===== config.mk =====
export PLATFORM = sky130hd
export DESIGN_NAME = lut_index_finder_flat
export DESIGN_NICKNAME = d
export VERILOG_FILES = /design/src/rtl/lut_pkg.sv /design/src/rtl/lut_index_finder_if.sv /design/src/rtl/mem_LUT.sv /design/src/rtl/lut_index_finder.sv /design/src/flat_wrapper.sv
export SDC_FILE = /design/constraint.sdc
export NUM_CORES = 1
export LEC_CHECK = 0
export BUFFER_PORTS_ARGS = -buffer_cell sky130_fd_sc_hd__clkbuf_2
export CAP_MARGIN = 10
export CORE_ASPECT_RATIO = 1.1
export CORE_MARGIN = 2
export CORE_UTILIZATION = 49
export CTS_CLUSTER_DIAMETER = 120
export DETAILED_ROUTE_END_ITERATION = 10
export GPL_ROUTABILITY_DRIVEN = 0
export PLACE_DENSITY = 0.78
export REMOVE_ABC_BUFFERS = 1
export SYNTH_ARGS = -nofsm -noshare
export SYNTH_HDL_FRONTEND = slang
export SYNTH_SLANG_ARGS = --single-unit

===== constraint.sdc =====
create_clock -name clk -period 4 [get_ports clk]
set_input_delay 0.2 -clock clk [delete_from_list [all_inputs] [get_ports clk]]
set_output_delay 0.2 -clock clk [all_outputs]
set_load 0.005 [all_outputs]

===== src/rtl/lut_pkg.sv =====
// Shared definitions for the LUT reverse-lookup block.
//   ADDR_W            - table address width
//   DATA_W            - table entry width
//   DEFAULT_LUT_DEPTH - number of populated entries searched by default
//   state_e           - lookup FSM state encoding
package lut_pkg;

   localparam int unsigned ADDR_W            = 5;
   localparam int unsigned DATA_W            = 8;
   localparam int unsigned DEFAULT_LUT_DEPTH = 21;

   typedef enum logic [1:0] {
      StIdle   = 2'd0,
      StSearch = 2'd1,
      StDone   = 2'd2
   } state_e;

endpackage


===== src/rtl/lut_index_finder_if.sv =====
// Request/response bundle for lut_index_finder.
//   req_valid/req_ready/req_value        - lookup request handshake
//   rsp_valid/rsp_ready/rsp_found/index  - lookup response handshake
//   miss_count                           - saturating count of completed misses
// master: requester side; slave: the lookup block.
interface lut_index_finder_if;
   import lut_pkg::*;

   logic              req_valid;
   logic              req_ready;
   logic [DATA_W-1:0] req_value;
   logic              rsp_valid;
   logic              rsp_ready;
   logic              rsp_found;
   logic [ADDR_W-1:0] rsp_index;
   logic [7:0]        miss_count;

   modport master (
      output req_valid, req_value, rsp_ready,
      input  req_ready, rsp_valid, rsp_found, rsp_index, miss_count
   );

   modport slave (
      input  req_valid, req_value, rsp_ready,
      output req_ready, rsp_valid, rsp_found, rsp_index, miss_count
   );

endinterface


===== src/rtl/mem_LUT.sv =====
// Forward lookup table (address -> data), purely combinational.
// Populated entries form a strictly increasing ramp 60, 61, ... 80 at
// addresses 0..DEFAULT_LUT_DEPTH-1; unpopulated addresses return all ones.
//   addr_i - table address
//   data_o - table entry at addr_i
module mem_LUT
   import lut_pkg::*;
(
   input  logic [ADDR_W-1:0] addr_i,
   output logic [DATA_W-1:0] data_o
);

   localparam logic [DATA_W-1:0] BaseValue = DATA_W'(60);

   always_comb begin
      data_o = '1;
      if (32'(addr_i) < DEFAULT_LUT_DEPTH) begin
         data_o = BaseValue + DATA_W'(addr_i);
      end
   end

endmodule


===== src/rtl/lut_index_finder.sv =====
// Reverse lookup over mem_LUT: returns the lowest address whose entry equals
// the requested value, scanning one entry per cycle from address 0.
//   clk   - clock, rising edge
//   reset - synchronous, active-high
//   bus   - request/response handshake plus miss counter (slave side)
module lut_index_finder
   import lut_pkg::*;
#(
   parameter int unsigned LUT_DEPTH = DEFAULT_LUT_DEPTH
) (
   input logic                clk,
   input logic                reset,
   lut_index_finder_if.slave  bus
);

   localparam logic [ADDR_W-1:0] LastAddr = ADDR_W'(LUT_DEPTH - 1);

   state_e            state_q, state_d;
   logic [ADDR_W-1:0] addr_q, addr_d;
   logic [DATA_W-1:0] value_q, value_d;
   logic              found_q, found_d;
   logic [ADDR_W-1:0] index_q, index_d;
   logic [7:0]        miss_q, miss_d;
   logic [DATA_W-1:0] entry;

   mem_LUT u_mem_lut (
      .addr_i (addr_q),
      .data_o (entry)
   );

   always_comb begin
      state_d = state_q;
      addr_d  = addr_q;
      value_d = value_q;
      found_d = found_q;
      index_d = index_q;
      miss_d  = miss_q;
      unique case (state_q)
         StIdle: begin
            if (bus.req_valid) begin
               value_d = bus.req_value;
               addr_d  = '0;
               state_d = StSearch;
            end
         end
         StSearch: begin
            if (entry == value_q) begin
               found_d = 1'b1;
               index_d = addr_q;
               state_d = StDone;
            end else if (entry > value_q || addr_q == LastAddr) begin
               // Table is monotonic, so a larger entry means no later match.
               found_d = 1'b0;
               index_d = '0;
               state_d = StDone;
               if (miss_q != 8'hFF) begin
                  miss_d = miss_q + 8'd1;
               end
            end else begin
               addr_d = addr_q + 1'b1;
            end
         end
         StDone: begin
            if (bus.rsp_ready) begin
               // Clear result so it reads zero outside DONE.
               found_d = 1'b0;
               index_d = '0;
               state_d = StIdle;
            end
         end
         default: state_d = StIdle;
      endcase
   end

   always_ff @(posedge clk) begin
      if (reset) begin
         state_q <= StIdle;
         addr_q  <= '0;
         value_q <= '0;
         found_q <= 1'b0;
         index_q <= '0;
         miss_q  <= '0;
      end else begin
         state_q <= state_d;
         addr_q  <= addr_d;
         value_q <= value_d;
         found_q <= found_d;
         index_q <= index_d;
         miss_q  <= miss_d;
      end
   end

   assign bus.req_ready  = (state_q == StIdle);
   assign bus.rsp_valid  = (state_q == StDone);
   assign bus.rsp_found  = found_q;
   assign bus.rsp_index  = index_q;
   assign bus.miss_count = miss_q;

endmodule


===== src/flat_wrapper.sv =====
// flat-port wrapper written by rule: the top's interface ports become plain ports
module lut_index_finder_flat import lut_pkg::*;
#(
   parameter int unsigned LUT_DEPTH = DEFAULT_LUT_DEPTH
)
  (clk, reset, bus_req_valid, bus_req_value, bus_rsp_ready, bus_req_ready, bus_rsp_valid, bus_rsp_found, bus_rsp_index, bus_miss_count);
  lut_index_finder_if bus_i ();
  input logic clk;
  input logic reset;
  input wire logic [$bits(bus_i.req_valid)-1:0] bus_req_valid;
  input wire logic [$bits(bus_i.req_value)-1:0] bus_req_value;
  input wire logic [$bits(bus_i.rsp_ready)-1:0] bus_rsp_ready;
  output wire logic [$bits(bus_i.req_ready)-1:0] bus_req_ready;
  output wire logic [$bits(bus_i.rsp_valid)-1:0] bus_rsp_valid;
  output wire logic [$bits(bus_i.rsp_found)-1:0] bus_rsp_found;
  output wire logic [$bits(bus_i.rsp_index)-1:0] bus_rsp_index;
  output wire logic [$bits(bus_i.miss_count)-1:0] bus_miss_count;
  assign bus_i.req_valid = bus_req_valid;
  assign bus_i.req_value = bus_req_value;
  assign bus_i.rsp_ready = bus_rsp_ready;
  assign bus_req_ready = bus_i.req_ready;
  assign bus_rsp_valid = bus_i.rsp_valid;
  assign bus_rsp_found = bus_i.rsp_found;
  assign bus_rsp_index = bus_i.rsp_index;
  assign bus_miss_count = bus_i.miss_count;
  lut_index_finder #(.LUT_DEPTH(LUT_DEPTH)) u_core (.clk(clk), .reset(reset), .bus(bus_i));
endmodule

==> flow_metrics.tcl, run 1 <==
set metrics [dict create \
    status "completed" \
    synth.top_cells.by_area "dfxtp_1 32%, ha_1 13%, nand2_1 10%, a21oi_1 5.0%, inv_1 4.2%" \
    crit_fanout 12 \
    final_cell_area_um2 2030 \
    synth_area_per_cell_um2 7.93 \
    num_rows 23 \
    grt_pass1_wl_mm 6.29 \
    synth_area_um2 1800 \
    cts_resized 0 \
    port_buffers 27 \
    r2r_slack_ps 1320 \
    grt_pass1_vias 1485 \
    p_leak_nw 0.857 \
    syn_inst 227 \
    worstHoldStart "bus_req_value[3]" \
    power_density_nw_per_um2 334 \
    worstHoldPathType "in2reg" \
    crit_buf_inv 1 \
    whs_path_depth 3 \
    ys_warn_count 0 \
    fin_cells 303 \
    seq_area_frac_synth_pct 32.2 \
    h-tree-depth 2 \
    setup_ws_ps 1320 \
    wire_per_inst_um 11.8 \
    cts.path.max_buffers 2 \
    avgViaCountPerCell 5.18 \
    synth-edff-count 0 \
    fmax_mhz 373 \
    setup_violations 0 \
    drive_above_1_share_pct 19.4 \
    synth.cells.most_frequent "49 x nand2_1, 29 x dfxtp_1, 20 x inv_1, 18 x a21oi_1, 18 x ha_1" \
    ys_ff_latch 29 \
    critPathTopFamily "adder cells" \
    core_area_um2 3570 \
    postLayoutCoreUtil_pct 57.0 \
    yosysTopAreaCell "dfxtp_1" \
    n_antenna_cell 0 \
    synth_ff_type "dfxtp_1" \
    reg2reg_to "u_core.bus.miss_count[3]" \
    drtPass1Iterations 4 \
    min_period_ps 2680 \
    crit_slowest_cell "dfxtp_1" \
    cts_buffers 5 \
    track_usage_pct 20.2 \
    design.die.area_um2 4180 \
    rsz0062_at_grt "no" \
    max_stage_delay_ps 520 \
    cp-start-kind "register" \
    finalHoldViolations 0 \
    clk_latency_ps 290 \
    num_io_pins 28 \
    postCtsHoldBufs 0 \
    whs_ps 137 \
    dp.cells 295 \
    power.total_mw 0.680 \
    finalCritPeriodShare_pct 67.0 \
    clockRootBuffer "clkbuf_8" \
    post-dp-hpwl_mm 2.76 \
    crit_top_cell "ha_1" \
    initial_utilization_pct 50.5 \
    finalNetCount 282 \
    die-height_um 67.6 \
    synth_top_area_share_pct 32.2 \
    clock_sinks 29 \
    postSynth.asyncResetShare_pct 0 \
    drc_errors 0 \
    grt_antenna_before_repair 0 \
    reg2reg_depth 9 \
    drt_iter0_drc 36 \
    path_class "reg2reg" \
    end_kind "register" \
    synth_cell_types 41 \
    die_w_um 61.8 \
    vias 1571 \
    worstMarginPinSlew_ps 745 \
    synth_most_common_cell "nand2_1" \
    relSlewSlack_pct 49.9 \
    worstReg2RegStart "u_core.addr_q[2]" \
    cts.clk_slew.worst_paths_ps 70 \
    cts_setup_buffers 0 \
    arrival_ps 2860 \
    path_cells "inv_1 > ha_1 > ha_1 > nand2_1 > ha_1 > nand4_1 > a21o_1 > a211oi_1 > mux2_2" \
    vdd_drop_max_v 0.000200 \
    finalClockSkew_ps 8.09 \
    ant_nets 0 \
    fillers 358 \
    grt.overflow.total 0 \
    drv_slew 0 \
    hold_end "u_core.value_q[3]" \
    wl_mm 3.57 \
    grt_start_max_net_pins 29 \
    area_growth_pct 12.9 \
    pre_cts_slack_ps 1340 \
    cts_tree "done" \
    place_area_um2 1950 \
    drv_cap 0 \
    fin_tns_setup_ps 0 \
    worstPathRequired_ps 4170 \
]
[where the power goes]
part / leakage, nW / internal [mW] / switching, mW
clock: 0.0439 / 0.120 / 0.115
combinational: 0.578 / 0.0485 / 0.0857
sequential: 0.235 / 0.302 / 0.00951
[state kept, by name (all words and copies together) (netlist names)]
name / cells
u_core.addr_q: 5
u_core.state_q: 2
u_core.value_q: 8
u_core.bus.miss_count: 8
u_core.bus.rsp_index: 5
u_core.bus.rsp_found: 1
[area by class of cell]
| type | instances | area, µm² | area share [%] |
|---|---|---|---|
| multi-input cells | 169 | 1090 | 53.8 |
| flip-flops and latches | 29 | 581 | 28.6 |
| repair buffers | 27 | 135 | 6.65 |
| inverters | 20 | 75.1 | 3.69 |
| clock buffers | 5 | 68.8 | 3.38 |
| well taps | 50 | 62.6 | 3.08 |
| clock inverters | 3 | 17.5 | 0.862 |
[layer usage]
layer | vias up | global-route usage [%] | part of all wire [%]
met1 | 696 | 22.7 | 43
met5 | - | 0 | 0
met4 | 0 | 11.4 | 3.5
met3 | 12 | 5.56 | 4.0
met2 | 33 | 33.6 | 50
li1 | 830 | - | -
[layout by cell type (no fill, tap or decap), types with 2 or more instances in the layout]
| master | n |
|---|---|
| nand2_1 | 49 |
| dfxtp_1 | 29 |
| clkbuf_2 | 27 |
| inv_1 | 20 |
| a21oi_1 | 18 |
| ha_1 | 18 |
| nor2_1 | 10 |
| o21ai_0 | 8 |
| nand3_1 | 8 |
| nor2b_1 | 7 |
| nand4_1 | 5 |
| clkbuf_8 | 5 |
| mux2_2 | 4 |
| o31ai_1 | 3 |
| mux2_1 | 3 |
| a211oi_2 | 3 |
| a31oi_1 | 3 |
| a21o_1 | 2 |
| a21oi_2 | 2 |
| mux2i_1 | 2 |
| nand2b_1 | 2 |
| nor3_1 | 2 |
| or3_1 | 2 |
| o211ai_1 | 2 |
| a211oi_1 | 2 |
| clkinv_2 | 2 |
[cell families after synthesis]
logic type	Yosys count	synth area share, %
AO/OA/AOI/OAI	51	19.3
adder cells (fa/ha/maj)	18	12.5
buffers and inverters	29	7.02
flip-flops	29	32.2
multiplexers	9	5.49
AND/OR/NAND/NOR	91	23.4
[how the worst max path moves through the flow]
stage,start,to,slack (ps),depth (start not counted)
2_1_floorplan,u_core.addr_q[2],u_core.bus.miss_count[3],1530,9
3_3_place_gp,u_core.addr_q[2],u_core.bus.miss_count[4],1390,9
3_5_place_dp,u_core.addr_q[2],u_core.bus.miss_count[3],1340,9
4_1_cts,u_core.addr_q[2],u_core.bus.miss_count[3],1320,9
5_1_grt,u_core.addr_q[2],u_core.addr_q[4],1030,10
6_report,u_core.addr_q[2],u_core.bus.miss_count[3],1320,9
[worst reg2reg max path: stages (launching register included)]
cell      delay, ps
dfxtp_1         520
inv_1            80
ha_1            210
ha_1            270
nand2_1          50
ha_1            270
nand4_1         150
a21o_1          350
a211oi_1        310
mux2_2          360
No activity file was read; power rests on OpenSTA's default activity.
==> inputs of run 2 (changes only) <==
==> constraint.sdc (replaced) <==
create_clock -name clk -period 2.8 [get_ports clk]
set_input_delay 0.14 -clock clk [delete_from_list [all_inputs] [get_ports clk]]
set_output_delay 0.14 -clock clk [all_outputs]
set_load 0.005 [all_outputs]
==> flow_metrics.tcl, run 2 (synthesis results as in run 1) <==
set metrics [dict create \
    ant_nets 0 \
    finalHoldViolations 0 \
    relSlewSlack_pct 61.0 \
    fmax_mhz 385 \
    post-dp-hpwl_mm 2.86 \
    cts_tree "done" \
    core_area_um2 3570 \
    path_class "reg2reg" \
    wire_per_inst_um 12.1 \
    clockRootBuffer "clkbuf_8" \
    postLayoutCoreUtil_pct 57.7 \
    track_usage_pct 20.3 \
    min_period_ps 2600 \
    cts.path.max_buffers 2 \
    n_antenna_cell 0 \
    initial_utilization_pct 50.5 \
    num_io_pins 28 \
    worstReg2RegStart "u_core.addr_q[3]" \
    worstHoldStart "bus_req_value[3]" \
    grt_pass1_vias 1448 \
    design.die.area_um2 4180 \
    status "completed" \
    power_density_nw_per_um2 470 \
    vdd_drop_max_v 0.000355 \
    cts_resized 0 \
    area_growth_pct 14.4 \
    h-tree-depth 2 \
    finalNetCount 286 \
    grt_start_max_net_pins 29 \
    whs_path_depth 3 \
    crit_fanout 12 \
    layout_commonest_cell "nand2_1" \
    drc_errors 0 \
    grt_pass1_wl_mm 6.28 \
    drv_cap 0 \
    die-height_um 67.6 \
    grt.overflow.total 0 \
    drtPass1Iterations 4 \
    cts_buffers 5 \
    cts.clk_slew.worst_paths_ps 60 \
    clk_latency_ps 280 \
    die_w_um 61.8 \
    reg2reg_to "u_core.bus.miss_count[4]" \
    r2r_slack_ps 200 \
    drive_above_1_share_pct 20.2 \
    port_buffers 27 \
    final_cell_mix "49 x nand2_1, 29 x dfxtp_1, 27 x clkbuf_2" \
    clock_sinks 29 \
    worstMarginPinSlew_ps 582 \
    fin_tns_setup_ps 0 \
    finalClockSkew_ps 3.51 \
    arrival_ps 2770 \
    drv_slew 0 \
    num_rows 23 \
    wl_mm 3.72 \
    drt_iter0_drc 42 \
    p_leak_nw 0.880 \
    worstHoldPathType "in2reg" \
    cts_setup_buffers 0 \
    avgViaCountPerCell 5.27 \
    setup_violations 0 \
    final_cell_area_um2 2060 \
    hold_end "u_core.value_q[3]" \
    place_area_um2 1980 \
    vias 1619 \
    cp-start-kind "register" \
    worstPathRequired_ps 2960 \
    grt_antenna_before_repair 0 \
    postCtsHoldBufs 0 \
    reg2reg_depth 9 \
    rsz0062_at_grt "no" \
    finalCritPeriodShare_pct 92.9 \
    end_kind "register" \
]
run 2: cell count changes in the layout (fill, tap and decap cells not counted):
cell	delta
buf_4	+4
clkbuf_1	+1
clkinvlp_4	-1
run 2: layout make-up:
cell class / count / area (µm²)
Timing Repair Buffer: 31 / 165
Tap cell: 50 / 62.6
Sequential cell: 29 / 581
Multi-Input combinational cell: 169 / 1090
Inverter: 20 / 75.1
Clock buffer: 6 / 72.6
Clock inverter: 2 / 10.0
Fill cell: 351 / 1510
run 2: power breakdown:
part	total [mW]	internal [mW]	switching, mW	leakage [nW]
Sequential	0.444	0.431	0.0130	0.235
Clock	0.331	0.172	0.159	0.0450
Combinational	0.193	0.0698	0.123	0.600
run 2: metrics by stage:
step	power, mW	hold slack [ps]	instances	setup slack [ps]
5_1_grt	1.02	87.8	307	34.8
2_1_floorplan	0.589	205	218	326
3_5_place_dp	0.647	369	299	211
4_1_cts	0.972	79.2	307	199
3_3_place_gp	0.643	367	299	279
6_report	0.968	81.9	307	199
run 2: routing by layer:
layer	global-route usage [%]	vias to the layer above	share of wire (%)
met2	35.7	29	52
met5	0	-	0
li1	-	840	-
met1	23.4	745	43
met3	4.02	5	3.0
met4	8.78	0	1.6
run 2: worst max path at each step:
| stage | from | to | slack, ps | depth (start not counted) |
|---|---|---|---|---|
| 6_report | u_core.addr_q[3] | u_core.bus.miss_count[4] | 200 | 9 |
| 4_1_cts | u_core.addr_q[3] | u_core.bus.miss_count[4] | 200 | 9 |
| 2_1_floorplan | u_core.addr_q[2] | u_core.bus.miss_count[3] | 330 | 9 |
| 3_5_place_dp | u_core.addr_q[3] | u_core.bus.miss_count[4] | 210 | 9 |
| 5_1_grt | u_core.addr_q[3] | u_core.bus.miss_count[3] | 30 | 9 |
| 3_3_place_gp | u_core.addr_q[3] | u_core.bus.miss_count[4] | 280 | 9 |
run 2: critical path, stage by stage (launching register included):
cell	delay (ps)
dfxtp_1	390
inv_1	120
ha_1	200
ha_1	270
nand2_1	50
ha_1	280
nand4_1	160
a21o_1	360
a211oi_1	310
mux2_2	360
